**config.mk**
```make
export PLATFORM = sky130hd
export DESIGN_NAME = mac_array_tile
export DESIGN_NICKNAME = d
export VERILOG_FILES = /design/src/rtl/mac_array_tile.sv
export SDC_FILE = /design/constraint.sdc
export NUM_CORES = 1
export LEC_CHECK = 0
export ABC_AREA = 1
export ABC_CLOCK_PERIOD_IN_PS = 4500
export BUFFER_PORTS_ARGS = -buffer_cell sky130_fd_sc_hd__buf_4
export CORE_UTILIZATION = 55
export CTS_CLUSTER_DIAMETER = 30
export CTS_CLUSTER_SIZE = 28
export DETAILED_ROUTE_END_ITERATION = 10
export GPL_TIMING_DRIVEN = 0
export PLACE_DENSITY = 0.73
export RECOVER_POWER = 50
export SLEW_MARGIN = 10
export SYNTH_ARGS = -nofsm -noshare
export SYNTH_HDL_FRONTEND = slang
export SYNTH_SLANG_ARGS = --single-unit
```
**constraint.sdc**
```tcl
create_clock -name clk -period 4.5 [get_ports clk]
set_input_delay 0.675 -clock clk [delete_from_list [all_inputs] [get_ports clk]]
set_output_delay 0.675 -clock clk [all_outputs]
set_load 0.01 [all_outputs]
```
**src/rtl/mac_array_tile.sv**
```systemverilog
// mac_array_tile: NUM_MACS signed multiply-accumulate lanes with per-lane mode
// (off / multiply / running accumulate / windowed accumulate). Configuration is
// loaded through a serial shift chain and latched into the active config by
// cset, so several tiles can be daisy-chained via shift_out / cset_out.
module mac_array_tile #(
    parameter int NUM_MACS = 4,
    parameter int IN_W     = 8,
    parameter int ACC_W    = 32,
    parameter int CNT_W    = 8,
    parameter int CONF_W   = 2*NUM_MACS + CNT_W
) (
    input  logic                      clk,
    input  logic                      rst,
    input  logic                      en,
    input  logic                      clr,
    input  logic                      cen,
    input  logic                      cset,
    input  logic                      shift_in,
    output logic                      shift_out,
    output logic                      cset_out,
    input  logic [NUM_MACS*IN_W-1:0]  a,
    input  logic [NUM_MACS*IN_W-1:0]  b,
    output logic [NUM_MACS*ACC_W-1:0] out,
    output logic [NUM_MACS-1:0]       out_valid
);

    typedef enum logic [1:0] {
        MODE_OFF = 2'b00,
        MODE_MUL = 2'b01,
        MODE_ACC = 2'b10,
        MODE_WIN = 2'b11
    } mode_t;

    logic [CONF_W-1:0] chain;
    logic [CONF_W-1:0] active_cfg;
    logic [CNT_W-1:0]  beat;
    logic [CNT_W-1:0]  acc_len;
    logic [CNT_W-1:0]  last_idx;
    logic              last_beat;

    assign shift_out = chain[CONF_W-1];

    // Config chain shifts on cen; cset captures the chain value seen before any
    // shift happening in the same cycle, and is forwarded to the next tile.
    always_ff @(posedge clk or negedge rst) begin
        if (!rst) begin
            chain      <= '0;
            active_cfg <= '0;
            cset_out   <= 1'b0;
        end else begin
            if (cen) begin
                chain <= {chain[CONF_W-2:0], shift_in};
            end
            if (cset) begin
                active_cfg <= chain;
            end
            cset_out <= cset;
        end
    end

    // Window length decode: a programmed length of 0 behaves as length 1.
    always_comb begin
        acc_len   = active_cfg[CNT_W-1:0];
        last_idx  = (acc_len == '0) ? '0 : acc_len - 1'b1;
        last_beat = (beat == last_idx);
    end

    // Shared beat counter; a beat coinciding with cset or clr is dropped.
    always_ff @(posedge clk or negedge rst) begin
        if (!rst) begin
            beat <= '0;
        end else if (cset || clr) begin
            beat <= '0;
        end else if (en) begin
            beat <= last_beat ? '0 : beat + 1'b1;
        end
    end

    for (genvar g = 0; g < NUM_MACS; g++) begin : g_lane
        logic signed [IN_W-1:0]   op_a;
        logic signed [IN_W-1:0]   op_b;
        logic signed [2*IN_W-1:0] prod_full;
        logic [ACC_W-1:0]         prod;
        logic [ACC_W-1:0]         sum;
        logic [ACC_W-1:0]         acc;
        logic [ACC_W-1:0]         lane_out;
        logic                     lane_vld;
        mode_t                    lane_mode;

        // Signed lane product, sign-extended to accumulator width; sums wrap.
        always_comb begin
            op_a      = a[g*IN_W +: IN_W];
            op_b      = b[g*IN_W +: IN_W];
            prod_full = op_a * op_b;
            prod      = ACC_W'(prod_full);
            sum       = acc + prod;
            lane_mode = mode_t'(active_cfg[CNT_W + 2*g +: 2]);
        end

        // Lane datapath: cset and clr both clear state and take priority over en.
        always_ff @(posedge clk or negedge rst) begin
            if (!rst) begin
                acc      <= '0;
                lane_out <= '0;
                lane_vld <= 1'b0;
            end else if (cset || clr) begin
                acc      <= '0;
                lane_out <= '0;
                lane_vld <= 1'b0;
            end else if (en) begin
                case (lane_mode)
                    MODE_OFF: begin
                        acc      <= '0;
                        lane_out <= '0;
                        lane_vld <= 1'b0;
                    end
                    MODE_MUL: begin
                        lane_out <= prod;
                        lane_vld <= 1'b1;
                    end
                    MODE_ACC: begin
                        acc      <= sum;
                        lane_out <= sum;
                        lane_vld <= 1'b1;
                    end
                    MODE_WIN: begin
                        if (last_beat) begin
                            acc      <= '0;
                            lane_out <= sum;
                            lane_vld <= 1'b1;
                        end else begin
                            acc      <= sum;
                            lane_vld <= 1'b0;
                        end
                    end
                    default: begin
                        lane_vld <= 1'b0;
                    end
                endcase
            end else begin
                lane_vld <= 1'b0;
            end
        end

        assign out[g*ACC_W +: ACC_W] = lane_out;
        assign out_valid[g]          = lane_vld;
    end

endmodule

```
# After elaboration in Yosys (flattened, before gate mapping)

Cells that the tools add are included.

Register bits after elaboration: 301

Add/subtract/negate cells: 6
Multipliers: 4
Equal/unequal tests: 17
Muxes and demuxes: 49
Reductions and logical operators: 23

Operators with widths:

| cell                                                | number |
|---|---|
| 2-to-1 mux 32 bit                                   | 24 |
| case mux 32 bit (4 select lines)                    | 4 |
| case mux 32 bit (3 select lines)                    | 4 |
| adder 32 bit                                        | 4 |
| multiplier 8 x 8 -> 16 bit                          | 4 |
| 2-to-1 mux 8 bit                                    | 4 |
| equality test 2 bit, second input constant          | 8 |
| AND reduction 2 bit                                 | 8 |
| nonzero test 4 bit                                  | 4 |
| != test 3 bit, second input constant                | 4 |
| case mux 1 bit (3 select lines)                     | 4 |
| 2-to-1 mux 1 bit                                    | 9 |
| adder 8 x 1 -> 8 bit, second input constant         | 1 |
| equality test 2 x 1 -> 1 bit, second input constant | 4 |
| equality test 8 bit                                 | 1 |
| zero test 2 bit                                     | 4 |
| zero test 8 bit                                     | 1 |
| OR reduction 2 bit                                  | 4 |
| subtractor 8 x 1 -> 8 bit, second input constant    | 1 |
| nonzero test 2 bit                                  | 1 |
| logical OR 1 bit                                    | 1 |

# Longest topological paths before layout

Depth after elaboration: 7
Depth in mapped cells: 37
Mapped depth without buffers: 36

# Worst setup path before layout

No wires, ideal clock.

Kind: input port to flip-flop
Start: input port b[10]
End: register g_lane[1].lane_out[23]
Arrival time: 5988 ps
Required time: 4383 ps
Path slack: -1604 ps
Cell stages on the path: 30
Buffers on the path: 1
Cells stage by stage: clkbuf_1 nand2_1 fa_1 inv_1 fa_1 inv_1 fa_1 inv_1 fa_1 ha_1 nand2_1 nor2_1 nand3_1 nand3_1 nand3_1 nand2_1 inv_1 ha_1 nand2_1 nor2_1 inv_1 nor2_1 inv_1 or2_2 nand3_1 nand2_1 nand2_1 o21ai_0 nand2_1 nand2_1

Cells in the longest elaborated chain, start to end: 6

Ends and longest elaborated chain:

| element                            | RTL line | source |
|---|---|---|
| from (decl)                        | 22       | `input logic [NUM_MACS*IN_W-1:0] b,` |
| multiplier 8 x 8 -> 16 bit *       | 94       | `prod_full = op_a * op_b;` |
| adder 32 bit                       | 96       | `sum = acc + prod;` |
| 2-to-1 mux 32 bit                  | 127      | `if (last_beat) begin` |
| case mux 32 bit (4 select lines) * | 111      | `case (lane_mode)` |
| 2-to-1 mux 32 bit *                | 110      | `end else if (en) begin` |
| 2-to-1 mux 32 bit *                | 106      | `end else if (cset \|\| clr) begin` |
| to (signal assigned)               | 118      | `lane_out <= prod;` |
| to (signal assigned)               | 123      | `lane_out <= sum;` |
| to (signal assigned)               | 129      | `lane_out <= sum;` |
| to (decl)                          | 86       | `logic [ACC_W-1:0] lane_out;` |

Every way passes the cells marked *; elsewhere a longest branch is shown, timed or not. The select of a mux whose other input is x is not followed.
A chain may end at the register's enable or synchronous reset.

# Worst setup path in the final report

Start: input port b[7]
End: register g_lane[0].lane_out[19]

Cells in the longest elaborated chain, start to end: 6

Ends and longest elaborated chain:

| element                            | RTL line |
|---|---|
| multiplier 8 x 8 -> 16 bit *       | 94 |
| adder 32 bit                       | 96 |
| 2-to-1 mux 32 bit                  | 127 |
| case mux 32 bit (4 select lines) * | 111 |
| 2-to-1 mux 32 bit *                | 110 |
| 2-to-1 mux 32 bit *                | 106 |
| to (signal assigned)               | 118 |
| to (signal assigned)               | 123 |
| to (signal assigned)               | 129 |
| to (decl)                          | 86 |

Marked as above.

==> results.yml <==
outcome:
  status: "finished, violations left"
  violations: "max-capacitance violations, max-slew violations, negative setup slack"
drt:
  wl_per_cell_um: 16.8
  routed-via-count: 32600
  wirelength_um: 102000
  dr.pass1.iters: 6
  ant_nets: 0
  drtIter0Drc: 2153
  vias_per_cell: 5.38
  drc: 0
final_layout:
  fin_area_um2: 45500
  layout_common_cells: "nand2_1, inv_1, dfrtp_1, buf_4, fa_1"
  drive_above_1_share_pct: 30.6
  layout_commonest_cell: "nand2_1"
  final_cells: 6052
  area_growth_pct: 39.8
  nets: 5792
  fillers: 4153
timing:
  relSlewSlack_pct: -49.7
  hold_violations: 0
  fin_crit_sh_pct: 126
  rsz0062_at_grt: "yes"
  setup_viol: 192
  skew_ns: 0.0296
  fin_tns_setup_ns: -155.93
  fmax_ghz: 0.176
  finalMaxSlewViolations: 164
  worst_slack_ns: -1.17
  min_period_ns: 5.67
  worst_slew_pin_slew_ns: 2.25
synthesis:
  synth_flop_cell: "dfrtp_1"
  synth_edf_count: 0
  netlist_instances: 4827
  yosys_warnings: 0
  syn-cell-area_um2: 32500
  avgSynthCellArea_um2: 6.74
  syn-num-nets: 5390
  synthArstFlopShare_pct: 100
  ys_seq_elements: 301
  seq_area_frac_synth_pct: 23.1
  synth_cell_types: 49
clock_tree:
  clk_root_buffer_cell: "clkbuf_16"
  cts_made_buffers: 74
  cts_tree: "built"
  clock_path_buffers: 3
  clock-sinks: 301
  cts-htree-levels: 3
  clk_latency_ns: 0.62
  cts.clk_slew.worst_paths_ns: 0.05
global_routing:
  grt_overflow_total: 0
  antenna_found_initial: 3
  grt_max_degree: 111
  grt_usage_pct: 33.2
  grt_pass1_wl_um: 162000
  first_global_vias: 32400
worst_setup_path:
  worstPathArrival_ns: 6.15
  crit_top_cell: "fa_1"
  end_kind: "flop"
  critPathMaxFanout: 6
  critical_path.max_stage_delay_ns: 0.52
  cp-start-kind: "input pin"
  slowest_stage: "fa_1"
  cp.required_ns: 4.98
  path_class: "in -> reg"
placement:
  hpwl_um: 72900
  dpl_cell_area_um2: 37600
  placedCellCount: 5739
  portBuffers: 143
  place.gp.congestion: 0.986
run:
  drv_cap: 1
die:
  start_util_pct: 56.1
  io_pins: 205
  std_cell_rows: 88
  fp.coreArea_um2: 58000
  die_width_um: 245
  dieArea_um2: 60100
  die_h_um: 245
worst_hold_path:
  hold_path_class: "in -> reg"
layer usage:
| metal | GRT usage [%] | up-vias | part of all wire, % |
|---|---|---|---|
| li1 | - | 15700 | - |
| met4 | 12.2 | 0 | 3.3 |
| met1 | 43.6 | 15600 | 43 |
| met2 | 55.7 | 1005 | 48 |
| met5 | 0 | - | 0 |
| met3 | 4.33 | 220 | 5.5 |
path summary, 6_finish.rpt:
path | slack [ns] | depth (start not counted) | start | end
hold / removal | 0.33 | 2 | shift_in | chain[0]
setup reg to reg | 1.40 | 9 | active_cfg[8] | g_lane[0].acc[2]
hold reg to reg | 0.46 | 2 | chain[3] | active_cfg[3]
min in group asynchronous | 0.87 | 2 | rst | g_lane[0].lane_out[7]
setup / recovery | -1.17 | 31 | b[7] | g_lane[0].lane_out[19]
max in group asynchronous | 0.58 | 4 | rst | g_lane[1].lane_out[10]
sequential cells by signal, indices dropped and copies added (netlist names):
signal	count
active_cfg	16
g_lane.lane_out	128
beat	8
chain	16
g_lane.lane_vld	4
cset_out	1
g_lane.acc	128
kinds of logic after synthesis:
logic type,Yosys count,share of synthesized area [%]
buf+inv,985,11.7
mux,2,0.0692
fa+ha+maj,492,24.1
xor+xnor,51,1.37
flops,301,23.1
compound gates,515,8.36
simple gates,2481,31.3
worst max-delay path, delay by kind of cell:
| kind | cells | cell delay, ns |
|---|---|---|
| AND/OR/NAND/NOR | 12 | 1.41 |
| buffers and inverters | 9 | 1.12 |
| AO/OA/AOI/OAI | 4 | 0.54 |
| adder cells (fa/ha/maj) | 6 | 2.39 |
what timing repair did:
| item | CTS | global route |
|---|---|---|
| setup buffers | 111 | 65 |
| hold buffers | 1 | 0 |
| hold endpoints to repair | 19 | 0 |
| endpoints found under the setup margin | 192 | 202 |
| gates cloned | 6 | 0 |
| gates resized for setup | 445 | 465 |
| pin swaps | 196 | 284 |
through the flow:
stage	hold WS [ns]	utilization (%)	setup slack [ns]
final	0.331	78.4	-1.17
after global routing	0.328	78.4	-1.37
after CTS	0.256	74.8	-1.04
after detailed placement	0.464	64.9	-2.58
after global placement	0.461	64.7	-2.47
after floorplan	0.379	-	-1.45
cells in the mapped netlist (44+ instances only):
master	n	area, um2
nand4_1	44	275
ha_1	268	3350
clkbuf_1	102	383
or2_2	63	394
o21ai_0	211	1060
a21oi_1	213	1070
nor2_1	304	1140
fa_1	224	4480
nand3_1	237	1190
nand2_1	1736	6520
dfrtp_1	301	7530
inv_1	836	3140
layout make-up:
cell class / count / area (um2) / area share (%)
multi-input combinational: 3541 / 27000 / 59.4
sequential: 301 / 7530 / 16.6
inverter: 845 / 3220 / 7.08
timing repair buffer: 326 / 2890 / 6.36
clock buffer: 93 / 2090 / 4.59
buffer: 140 / 1130 / 2.49
tap: 765 / 957 / 2.10
clock inverter: 38 / 634 / 1.39
antenna: 3 / 7.51 / 0.0165
Power is not shown: default switching activity piles up to over one toggle a cycle in this logic, so the estimate is an artifact.
